==> src/rtl/kbd_pkg.sv <==
// Shared definitions for the PS/2 matrix keyboard front end.
//   - set-2 scancode constants (prefixes, BAT result, boot-combo keys)
//   - receiver state encoding
//   - key_loc_t / key_pair_t matrix locations and the keymap function
//     translating {ext, code} into up to two matrix positions
//   - fkey_index: set-2 code -> F1..F12 bit index (4'hF when not an F-key)
// Used by ps2_rx and ps2_matrix_kbd. The optional receiver watchdog is
// enabled by defining PS2_WATCHDOG_EN (see ps2_rx).
package kbd_pkg;

   localparam logic [7:0] SC_E0   = 8'hE0;
   localparam logic [7:0] SC_F0   = 8'hF0;
   localparam logic [7:0] SC_E1   = 8'hE1;
   localparam logic [7:0] SC_AA   = 8'hAA;
   localparam logic [7:0] SC_CTRL = 8'h14;
   localparam logic [7:0] SC_ALT  = 8'h11;
   localparam logic [7:0] SC_DEL  = 8'h71;   // arrives with E0

   // The Pause key sends E1 followed by this many bytes.
   localparam logic [2:0] E1_SKIP = 3'd7;

   typedef enum logic [1:0] {
      RX_IDLE,
      RX_DATA,
      RX_PAR,
      RX_STOP
   } rx_state_t;

   typedef struct packed {
      logic       valid;
      logic [3:0] row;
      logic [3:0] col;
   } key_loc_t;

   typedef struct packed {
      key_loc_t pri;
      key_loc_t sec;
   } key_pair_t;

   // r2 < 0 means the key has no secondary position.
   function automatic key_pair_t kp(input int r1, input int c1, input int r2, input int c2);
      key_pair_t m;
      m = '0;
      m.pri.valid = 1'b1;
      m.pri.row   = 4'(r1);
      m.pri.col   = 4'(c1);
      if (r2 >= 0) begin
         m.sec.valid = 1'b1;
         m.sec.row   = 4'(r2);
         m.sec.col   = 4'(c2);
      end
      return m;
   endfunction

   // Spectrum-style 8x5 layout. Row 0 col 0 is CAPS SHIFT, row 7 col 1 is
   // SYMBOL SHIFT; cursor keys and punctuation press a shift plus a key.
   function automatic key_pair_t keymap(input logic ext, input logic [7:0] code);
      key_pair_t m;
      m = '0;
      if (!ext) begin
         case (code)
            8'h12: m = kp(0, 0, -1, 0);   // left shift  -> caps shift
            8'h59: m = kp(7, 1, -1, 0);   // right shift -> symbol shift
            8'h14: m = kp(7, 1, -1, 0);   // ctrl        -> symbol shift
            8'h1A: m = kp(0, 1, -1, 0);   // Z
            8'h22: m = kp(0, 2, -1, 0);   // X
            8'h21: m = kp(0, 3, -1, 0);   // C
            8'h2A: m = kp(0, 4, -1, 0);   // V
            8'h1C: m = kp(1, 0, -1, 0);   // A
            8'h1B: m = kp(1, 1, -1, 0);   // S
            8'h23: m = kp(1, 2, -1, 0);   // D
            8'h2B: m = kp(1, 3, -1, 0);   // F
            8'h34: m = kp(1, 4, -1, 0);   // G
            8'h15: m = kp(2, 0, -1, 0);   // Q
            8'h1D: m = kp(2, 1, -1, 0);   // W
            8'h24: m = kp(2, 2, -1, 0);   // E
            8'h2D: m = kp(2, 3, -1, 0);   // R
            8'h2C: m = kp(2, 4, -1, 0);   // T
            8'h16: m = kp(3, 0, -1, 0);   // 1
            8'h1E: m = kp(3, 1, -1, 0);   // 2
            8'h26: m = kp(3, 2, -1, 0);   // 3
            8'h25: m = kp(3, 3, -1, 0);   // 4
            8'h2E: m = kp(3, 4, -1, 0);   // 5
            8'h45: m = kp(4, 0, -1, 0);   // 0
            8'h46: m = kp(4, 1, -1, 0);   // 9
            8'h3E: m = kp(4, 2, -1, 0);   // 8
            8'h3D: m = kp(4, 3, -1, 0);   // 7
            8'h36: m = kp(4, 4, -1, 0);   // 6
            8'h4D: m = kp(5, 0, -1, 0);   // P
            8'h44: m = kp(5, 1, -1, 0);   // O
            8'h43: m = kp(5, 2, -1, 0);   // I
            8'h3C: m = kp(5, 3, -1, 0);   // U
            8'h35: m = kp(5, 4, -1, 0);   // Y
            8'h5A: m = kp(6, 0, -1, 0);   // Enter
            8'h4B: m = kp(6, 1, -1, 0);   // L
            8'h42: m = kp(6, 2, -1, 0);   // K
            8'h3B: m = kp(6, 3, -1, 0);   // J
            8'h33: m = kp(6, 4, -1, 0);   // H
            8'h29: m = kp(7, 0, -1, 0);   // Space
            8'h3A: m = kp(7, 2, -1, 0);   // M
            8'h31: m = kp(7, 3, -1, 0);   // N
            8'h32: m = kp(7, 4, -1, 0);   // B
            8'h66: m = kp(0, 0,  4, 0);   // Backspace = caps + 0
            8'h41: m = kp(7, 1,  7, 3);   // ,         = sym + N
            8'h49: m = kp(7, 1,  7, 2);   // .         = sym + M
            8'h4E: m = kp(7, 1,  6, 3);   // -         = sym + J
            default: m = '0;
         endcase
      end else begin
         case (code)
            8'h6B: m = kp(0, 0, 3, 4);    // left  = caps + 5
            8'h72: m = kp(0, 0, 4, 4);    // down  = caps + 6
            8'h75: m = kp(0, 0, 4, 3);    // up    = caps + 7
            8'h74: m = kp(0, 0, 4, 2);    // right = caps + 8
            default: m = '0;
         endcase
      end
      return m;
   endfunction

   function automatic logic [3:0] fkey_index(input logic [7:0] code);
      case (code)
         8'h05:   return 4'd0;
         8'h06:   return 4'd1;
         8'h04:   return 4'd2;
         8'h0C:   return 4'd3;
         8'h03:   return 4'd4;
         8'h0B:   return 4'd5;
         8'h83:   return 4'd6;
         8'h0A:   return 4'd7;
         8'h01:   return 4'd8;
         8'h09:   return 4'd9;
         8'h78:   return 4'd10;
         8'h07:   return 4'd11;
         default: return 4'hF;
      endcase
   endfunction

endpackage

==> src/rtl/ps2_rx.sv <==
// PS/2 device-to-host frame receiver.
// Ports:
//   i_clk, i_rst    system clock, asynchronous active-high reset
//   i_ce            clock enable; nothing advances while low
//   i_ps2           [1]=data, [0]=clock, raw from the connector
//   o_byte          last received byte (valid while o_byte_valid is high)
//   o_byte_valid    one-tick pulse: frame with good parity and stop bit
//   o_frame_err     one-tick pulse: parity/stop error or watchdog expiry
//   o_timeout       one-tick pulse: watchdog expiry only
// The PS/2 clock is glitch-filtered by a FILTER-deep shift register; the
// filtered clock only changes once the register is all ones or all zeros.
// Defining PS2_WATCHDOG_EN adds a frame watchdog of TIMEOUT ce ticks.
module ps2_rx
   import kbd_pkg::*;
#(
   parameter int FILTER  = 8,
   parameter int TIMEOUT = 2000
) (
   input  logic       i_clk,
   input  logic       i_rst,
   input  logic       i_ce,
   input  logic [1:0] i_ps2,
   output logic [7:0] o_byte,
   output logic       o_byte_valid,
   output logic       o_frame_err,
   output logic       o_timeout
);

   logic [FILTER-1:0] r_filt;
   logic              r_fclk;
   logic              r_fall;
   logic              r_data;
   rx_state_t         r_state;
   rx_state_t         w_next;
   logic [7:0]        r_shift;
   logic [2:0]        r_cnt;
   logic              r_par_ok;
   logic              r_byte_valid;
   logic              r_frame_err;
   logic              r_timeout;
   logic              w_valid;
   logic              w_err;
   logic              w_timeout;

   // Filter / edge detect: the shift register also synchronises ps2[0].
   always_ff @(posedge i_clk or posedge i_rst) begin
      if (i_rst) begin
         r_filt <= '1;
         r_fclk <= 1'b1;
         r_fall <= 1'b0;
         r_data <= 1'b1;
      end else if (i_ce) begin
         r_filt <= {r_filt[FILTER-2:0], i_ps2[0]};
         r_data <= i_ps2[1];
         r_fall <= 1'b0;
         if (&r_filt) begin
            r_fclk <= 1'b1;
         end else if (~|r_filt) begin
            r_fclk <= 1'b0;
            r_fall <= r_fclk;
         end
      end
   end

`ifdef PS2_WATCHDOG_EN
   localparam int WD_W = $clog2(TIMEOUT + 1);
   logic [WD_W-1:0] r_wd;

   // A fall in the same tick as expiry wins: the frame is still alive.
   assign w_timeout = (r_state != RX_IDLE) && !r_fall && (r_wd == WD_W'(TIMEOUT));

   always_ff @(posedge i_clk or posedge i_rst) begin
      if (i_rst) begin
         r_wd <= '0;
      end else if (i_ce) begin
         if (r_fall || (r_state == RX_IDLE) || w_timeout) r_wd <= '0;
         else                                              r_wd <= r_wd + 1'b1;
      end
   end
`else
   // No watchdog: a partial frame waits for more edges (0 for any legal TIMEOUT).
   assign w_timeout = (TIMEOUT < 0);
`endif

   always_ff @(posedge i_clk or posedge i_rst) begin
      if (i_rst) r_state <= RX_IDLE;
      else if (i_ce) r_state <= w_next;
   end

   always_comb begin
      w_next  = r_state;
      w_valid = 1'b0;
      w_err   = 1'b0;
      if (w_timeout) begin
         w_next = RX_IDLE;
         w_err  = 1'b1;
      end else if (r_fall) begin
         case (r_state)
            RX_IDLE: if (!r_data) w_next = RX_DATA;
            RX_DATA: if (r_cnt == 3'd7) w_next = RX_PAR;
            RX_PAR:  w_next = RX_STOP;
            RX_STOP: begin
               w_next = RX_IDLE;
               if (r_data && r_par_ok) w_valid = 1'b1;
               else                    w_err   = 1'b1;
            end
            default: w_next = RX_IDLE;
         endcase
      end
   end

   // Shift / parity datapath and registered output pulses.
   always_ff @(posedge i_clk or posedge i_rst) begin
      if (i_rst) begin
         r_shift      <= '0;
         r_cnt        <= '0;
         r_par_ok     <= 1'b0;
         r_byte_valid <= 1'b0;
         r_frame_err  <= 1'b0;
         r_timeout    <= 1'b0;
      end else if (i_ce) begin
         r_byte_valid <= w_valid;
         r_frame_err  <= w_err;
         r_timeout    <= w_timeout;
         if (r_fall && !w_timeout) begin
            case (r_state)
               RX_IDLE: r_cnt <= '0;
               RX_DATA: begin
                  r_shift <= {r_data, r_shift[7:1]};
                  r_cnt   <= r_cnt + 3'd1;
               end
               RX_PAR:  r_par_ok <= ^{r_shift, r_data};   // odd parity
               default: ;
            endcase
         end
      end
   end

   assign o_byte       = r_shift;
   assign o_byte_valid = r_byte_valid;
   assign o_frame_err  = r_frame_err;
   assign o_timeout    = r_timeout;

endmodule

==> src/rtl/ps2_matrix_kbd.sv <==
// PS/2 keyboard front end with key matrix output.
// Ports:
//   clock, reset  system clock, asynchronous active-high reset
//   ce            clock enable for all sequential logic
//   ps2           [1]=PS/2 data, [0]=PS/2 clock (raw)
//   a             ROWS half-row selects, active-low
//   q             COLS column read, active-low, combinational from a
//   fkey_n        F1..F12 held, active-low, bit0=F1
//   boot_n        low while F11 held or Ctrl+Alt+Del held
//   code_stb      one-tick pulse with code/code_ext/code_rel
//   code          scancode byte with prefixes stripped
//   code_ext      event carried an E0 prefix
//   code_rel      event carried an F0 prefix (break)
//   frame_err     one-tick pulse on a bad frame or watchdog expiry
// Define PS2_WATCHDOG_EN to enable the receiver frame watchdog.
module ps2_matrix_kbd
   import kbd_pkg::*;
#(
   parameter int ROWS    = 8,
   parameter int COLS    = 5,
   parameter int FILTER  = 8,
   parameter int TIMEOUT = 2000
) (
   input  logic            clock,
   input  logic            reset,
   input  logic            ce,
   input  logic [1:0]      ps2,
   input  logic [ROWS-1:0] a,
   output logic [COLS-1:0] q,
   output logic [11:0]     fkey_n,
   output logic            boot_n,
   output logic            code_stb,
   output logic [7:0]      code,
   output logic            code_ext,
   output logic            code_rel,
   output logic            frame_err
);

   logic [7:0]                 w_byte;
   logic                       w_byte_valid;
   logic                       w_timeout;
   key_pair_t                  w_map;
   logic [3:0]                 w_fidx;

   logic                       r_ext;
   logic                       r_rel;
   logic [2:0]                 r_skip;
   logic                       r_code_stb;
   logic [7:0]                 r_code;
   logic                       r_code_ext;
   logic                       r_code_rel;
   logic [ROWS-1:0][COLS-1:0]  r_key;
   logic [11:0]                r_fkey_n;
   logic                       r_ctrl;
   logic                       r_alt;
   logic                       r_del;

   ps2_rx #(
      .FILTER  (FILTER),
      .TIMEOUT (TIMEOUT)
   ) u_rx (
      .i_clk        (clock),
      .i_rst        (reset),
      .i_ce         (ce),
      .i_ps2        (ps2),
      .o_byte       (w_byte),
      .o_byte_valid (w_byte_valid),
      .o_frame_err  (frame_err),
      .o_timeout    (w_timeout)
   );

   // Lookup uses the prefix state in force when the final byte arrives.
   assign w_map  = keymap(r_ext, w_byte);
   assign w_fidx = fkey_index(w_byte);

   // Prefix decoder, matrix and F-key / boot-combo state.
   always_ff @(posedge clock or posedge reset) begin
      if (reset) begin
         r_ext      <= 1'b0;
         r_rel      <= 1'b0;
         r_skip     <= '0;
         r_code_stb <= 1'b0;
         r_code     <= '0;
         r_code_ext <= 1'b0;
         r_code_rel <= 1'b0;
         r_key      <= '1;
         r_fkey_n   <= '1;
         r_ctrl     <= 1'b0;
         r_alt      <= 1'b0;
         r_del      <= 1'b0;
      end else if (ce) begin
         r_code_stb <= 1'b0;
         if (w_timeout) begin
            r_ext  <= 1'b0;
            r_rel  <= 1'b0;
            r_skip <= '0;
         end else if (w_byte_valid) begin
            if (r_skip != '0) begin
               r_skip <= r_skip - 3'd1;
            end else if (w_byte == SC_E0) begin
               r_ext <= 1'b1;
            end else if (w_byte == SC_F0) begin
               r_rel <= 1'b1;
            end else if (w_byte == SC_E1) begin
               r_skip <= E1_SKIP;
            end else if (w_byte == SC_AA) begin
               r_key    <= '1;
               r_fkey_n <= '1;
            end else begin
               r_code_stb <= 1'b1;
               r_code     <= w_byte;
               r_code_ext <= r_ext;
               r_code_rel <= r_rel;
               r_ext      <= 1'b0;
               r_rel      <= 1'b0;
               // Secondary write comes last so it wins on a shared cell.
               for (int r = 0; r < ROWS; r++) begin
                  for (int c = 0; c < COLS; c++) begin
                     if (w_map.pri.valid && w_map.pri.row == 4'(r) && w_map.pri.col == 4'(c))
                        r_key[r][c] <= r_rel;
                     if (w_map.sec.valid && w_map.sec.row == 4'(r) && w_map.sec.col == 4'(c))
                        r_key[r][c] <= r_rel;
                  end
               end
               if (!r_ext && w_fidx != 4'hF) r_fkey_n[w_fidx] <= r_rel;
               if (!r_ext && w_byte == SC_CTRL) r_ctrl <= ~r_rel;
               if (!r_ext && w_byte == SC_ALT)  r_alt  <= ~r_rel;
               if ( r_ext && w_byte == SC_DEL)  r_del  <= ~r_rel;
            end
         end
      end
   end

   always_comb begin
      q = '1;
      for (int c = 0; c < COLS; c++) begin
         for (int r = 0; r < ROWS; r++) begin
            q[c] = q[c] & (a[r] | r_key[r][c]);
         end
      end
   end

   assign fkey_n   = r_fkey_n;
   assign boot_n   = r_fkey_n[10] & ~(r_ctrl & r_alt & r_del);
   assign code_stb = r_code_stb;
   assign code     = r_code;
   assign code_ext = r_code_ext;
   assign code_rel = r_code_rel;

endmodule

==> config.mk <==
export PLATFORM = sky130hd
export DESIGN_NAME = ps2_matrix_kbd
export DESIGN_NICKNAME = d
export VERILOG_FILES = /design/src/rtl/kbd_pkg.sv /design/src/rtl/ps2_rx.sv /design/src/rtl/ps2_matrix_kbd.sv
export SDC_FILE = /design/constraint.sdc
export NUM_CORES = 1
export LEC_CHECK = 0
export CORE_ASPECT_RATIO = 1.2
export CORE_MARGIN = 2
export CORE_UTILIZATION = 50
export CTS_CLUSTER_SIZE = 16
export DETAILED_ROUTE_END_ITERATION = 16
export GPL_TIMING_DRIVEN = 0
export PLACE_DENSITY = 0.69
export REMOVE_ABC_BUFFERS = 1
export SLEW_MARGIN = 20
export SYNTH_ARGS = -nofsm -noshare
export SYNTH_HDL_FRONTEND = slang
export SYNTH_SLANG_ARGS = --single-unit
==> constraint.sdc <==
create_clock -name clock -period 4.89 [get_ports clock]
set_input_delay 0.7335 -clock clock [delete_from_list [all_inputs] [get_ports clock]]
set_output_delay 0.7335 -clock clock [all_outputs]
set_load 0.02 [all_outputs]
==> impl_metrics.toml <==
[grt]
grt_pass1_wl_um = 29100
grt_overflow = 0
grt_max_degree = 53
grt_usage_pct = 26.1
grtUsageMet2_pct = 43.9
grt_pass1_vias = 5584
grt_use_met1_pct = 32.8
grt_use_met3_pct = 5.06
grt-busiest-layer = "met2"
antenna_found_initial = 0

[final_layout]
drive_gt1_share_pct = 23.3
final_cells = 863
insertedDiodeCount = 0
layout.nets = 719
synthToLayoutAreaGrowth_pct = 9.71

[floorplan]
dieArea_sq_mm = 0.0144
pin_count = 43
fp.dieH_um = 131
start_util_pct = 50.9
rows = 46
die_w_um = 110
core_area_sq_mm = 0.0132

[placed_design]
post-place-ws_ns = 0.786
port-buffer-count = 42
gp_congestion = 0.912
dpl.hpwl_um = 12200
numPlacedInstances = 848

[drt]
dr_total_vias = 5679
ant_nets = 0
vias_per_cell = 6.58
dr.first_iter.drc_count = 505
drt-total-wl_um = 17900
drc = 0
routedWlPerCell_um = 20.8
firstDrtPassIters = 5

[yosys]
avgSynthCellArea_sq_um = 9.69
ys_async_sr_fraction_pct = 100
synth_edf_count = 0
ys_top_cells_by_count = "70 x nor2_1, 62 x dfstp_2, 47 x a211oi_1"
synthXorXnorAreaFrac_pct = 0.915
synthCells = 692
synth.top_cells.by_area = "dfstp_2 24%, dfrtp_1 13%, a211oi_1 5.3%"
yosys-mux-area-fraction_pct = 5.90
synth.top_cell.area_share_pct = 24.3
ys_ff_latch = 98
syn-cell-area_sq_mm = 0.00670
synth_cell_types = 99
yosys.area_share.simple_pct = 20.9
yosysSeqAreaShare_pct = 37.7
yosysWarnings = 0
synthAdderAreaFrac_pct = 2.80
ys.flop_type = "dfstp_2"
yosysTopAreaCell = "dfstp_2"
synth_top_family_by_area = "compound AO/OA/AOI/OAI gates"
synth_compound_area_share_pct = 25.6
synth.most_common_cell = "nor2_1"

[setup_path]
path_cells = "clkdlybuf4s50_1, nand2_1, nor2_1, nand4_2, nor4_1, a211oi_1"
worstSetupPathType = "input pin to flip-flop"
critPathLaunchType = "input pin"
endpoint_kind = "flip-flop"
max_stage_delay_ns = 1.08
worstPathRequired_ns = 5.12
critPathSlowestCell = "nor4_1"
worstPathMaxFanout = 22
cp.arrival_ns = 4.01

[clocking]
cts-resized-gates = 0
cts_hold_buf = 0
clk_pin_slew_ns = 0.06
clock-sinks = 98
postCtsSetupBuffers = 0
clk_latency_ns = 0.35
clockBufferDepth = 2
cts_tree = "yes"
root_buffer = "clkbuf_16"
h-tree-depth = 3
cts_buffers = 9

[pwr]
internal_power_w = 0.00130
pwr-share-clk_pct = 40.9
p_seq_share_pct = 51.7
total_power_w = 0.00171
comb_power_share_pct = 7.3
p_sw_share_pct = 23.8
switchingPower_w = 0.000407
ir_drop_uv = 209
p_leak_nw = 2.68
powerDensity_mw_per_mm2 = 232

[timing]
finalHoldViolCount = 0
slew_violations = 0
timing.final.crit_period_ns = 3.77
worst_pin_slew_ns = 1.12
rsz0062_at_grt = "false"
setup_viol = 0
max_freq_mhz = 265
setup_ws_ns = 1.12
finalClockSkew_ns = 0.00769
relSlewSlack_pct = 24.8
finalSetupTns_ns = 0
period_share_pct = 77.2

[flow_run]
max-cap-violations = 0

[min_path]
min_path_type = "flip-flop to flip-flop"

[status]
status = "finished, final reports clean"
==> sequential cells by signal, summed over array words and instances, names as in the netlist <==
signal / flops
r_alt: 1
u_rx.r_state: 2
code_rel: 1
r_del: 1
r_rel: 1
u_rx.o_byte: 8
r_ctrl: 1
u_rx.o_byte_valid: 1
u_rx.o_frame_err: 1
code: 8
u_rx.r_cnt: 3
r_skip: 3
u_rx.r_data: 1
r_key: 40
u_rx.r_fclk: 1
u_rx.r_fall: 1
u_rx.r_par_ok: 1
fkey_n: 12
code_stb: 1
u_rx.r_filt: 8
code_ext: 1
r_ext: 1
==> through the flow <==
stage          area [sq um]  hold slack (ns)  util [%]
2_1_floorplan          6370            0.448         -
3_3_place_gp           7000            0.455      53.1
3_5_place_dp           7060            0.465      53.6
4_1_cts                7350            0.474      55.8
5_1_grt                7350            0.490      55.8
6_report               7350            0.480      55.8
==> worst paths after layout <==
| check | startpoint | to | slack, ns | depth (start not counted) |
|---|---|---|---|---|
| max | ce | r_key[32] | 1.12 | 6 |
| min | u_rx.r_fclk | u_rx.r_fclk | 0.48 | 2 |
| max reg2reg | u_rx.o_byte[0] | r_key[32] | 1.14 | 7 |
| min reg2reg | u_rx.r_fclk | u_rx.r_fclk | 0.48 | 2 |
| max in group asynchronous | reset | u_rx.r_data | 3.45 | 3 |
| min in group asynchronous | reset | fkey_n[4] | 1.09 | 2 |
==> cells in the final DEF (no fill, tap or decap), drive strengths merged, types with 21 or more instances in the layout <==
master and instances:
nand2 36, mux2 26, inv 23, dfstp 62, dfrtp 36, a211oi 55, a21oi 21, nor2 73
clkdlybuf4s50 42, o21ai 28, o22ai 21
==> logic make-up after synthesis <==
group / count (synthesis)
flip-flops: 98
multiplexers: 35
adder cells (fa/ha/maj): 15
AND/OR/NAND/NOR: 240
XOR/XNOR: 7
buffers and inverters: 78
AO/OA/AOI/OAI: 219
==> final cells by class <==
type                    count  area (sq um)
multi-input cells         516          3770
well taps                 168           210
flip-flops and latches     98          2530
clock buffers              13           272
repair buffers             44           468
clock inverters             2          17.5
inverters                  22          87.6
fillers                  1159          5830
==> per-layer routing <==
layer | up-vias | share of wire [%]
met5 | - | 0
met4 | 0 | 3.2
met3 | 44 | 5.2
met2 | 203 | 49
met1 | 2787 | 43
li1 | 2645 | -
==> power groups by stage <==
stage	combinational [W]	sequential (W)	clock, W
after global placement	0.000118	0.000894	0
final	0.000125	0.000884	0.000699
after detailed placement	0.000123	0.000896	0
after global routing	0.000137	0.000889	0.000753
after floorplan	0.0000742	0.000892	0
after CTS	0.000125	0.000884	0.000719
==> worst max-delay path, delay by kind of cell <==
| family | cells | cell delay (ns) |
|---|---|---|
| compound gates | 1 | 0.20 |
| buf+inv | 1 | 0.99 |
| simple gates | 4 | 2.07 |
Note: power is estimated with default switching activity, not from simulation.
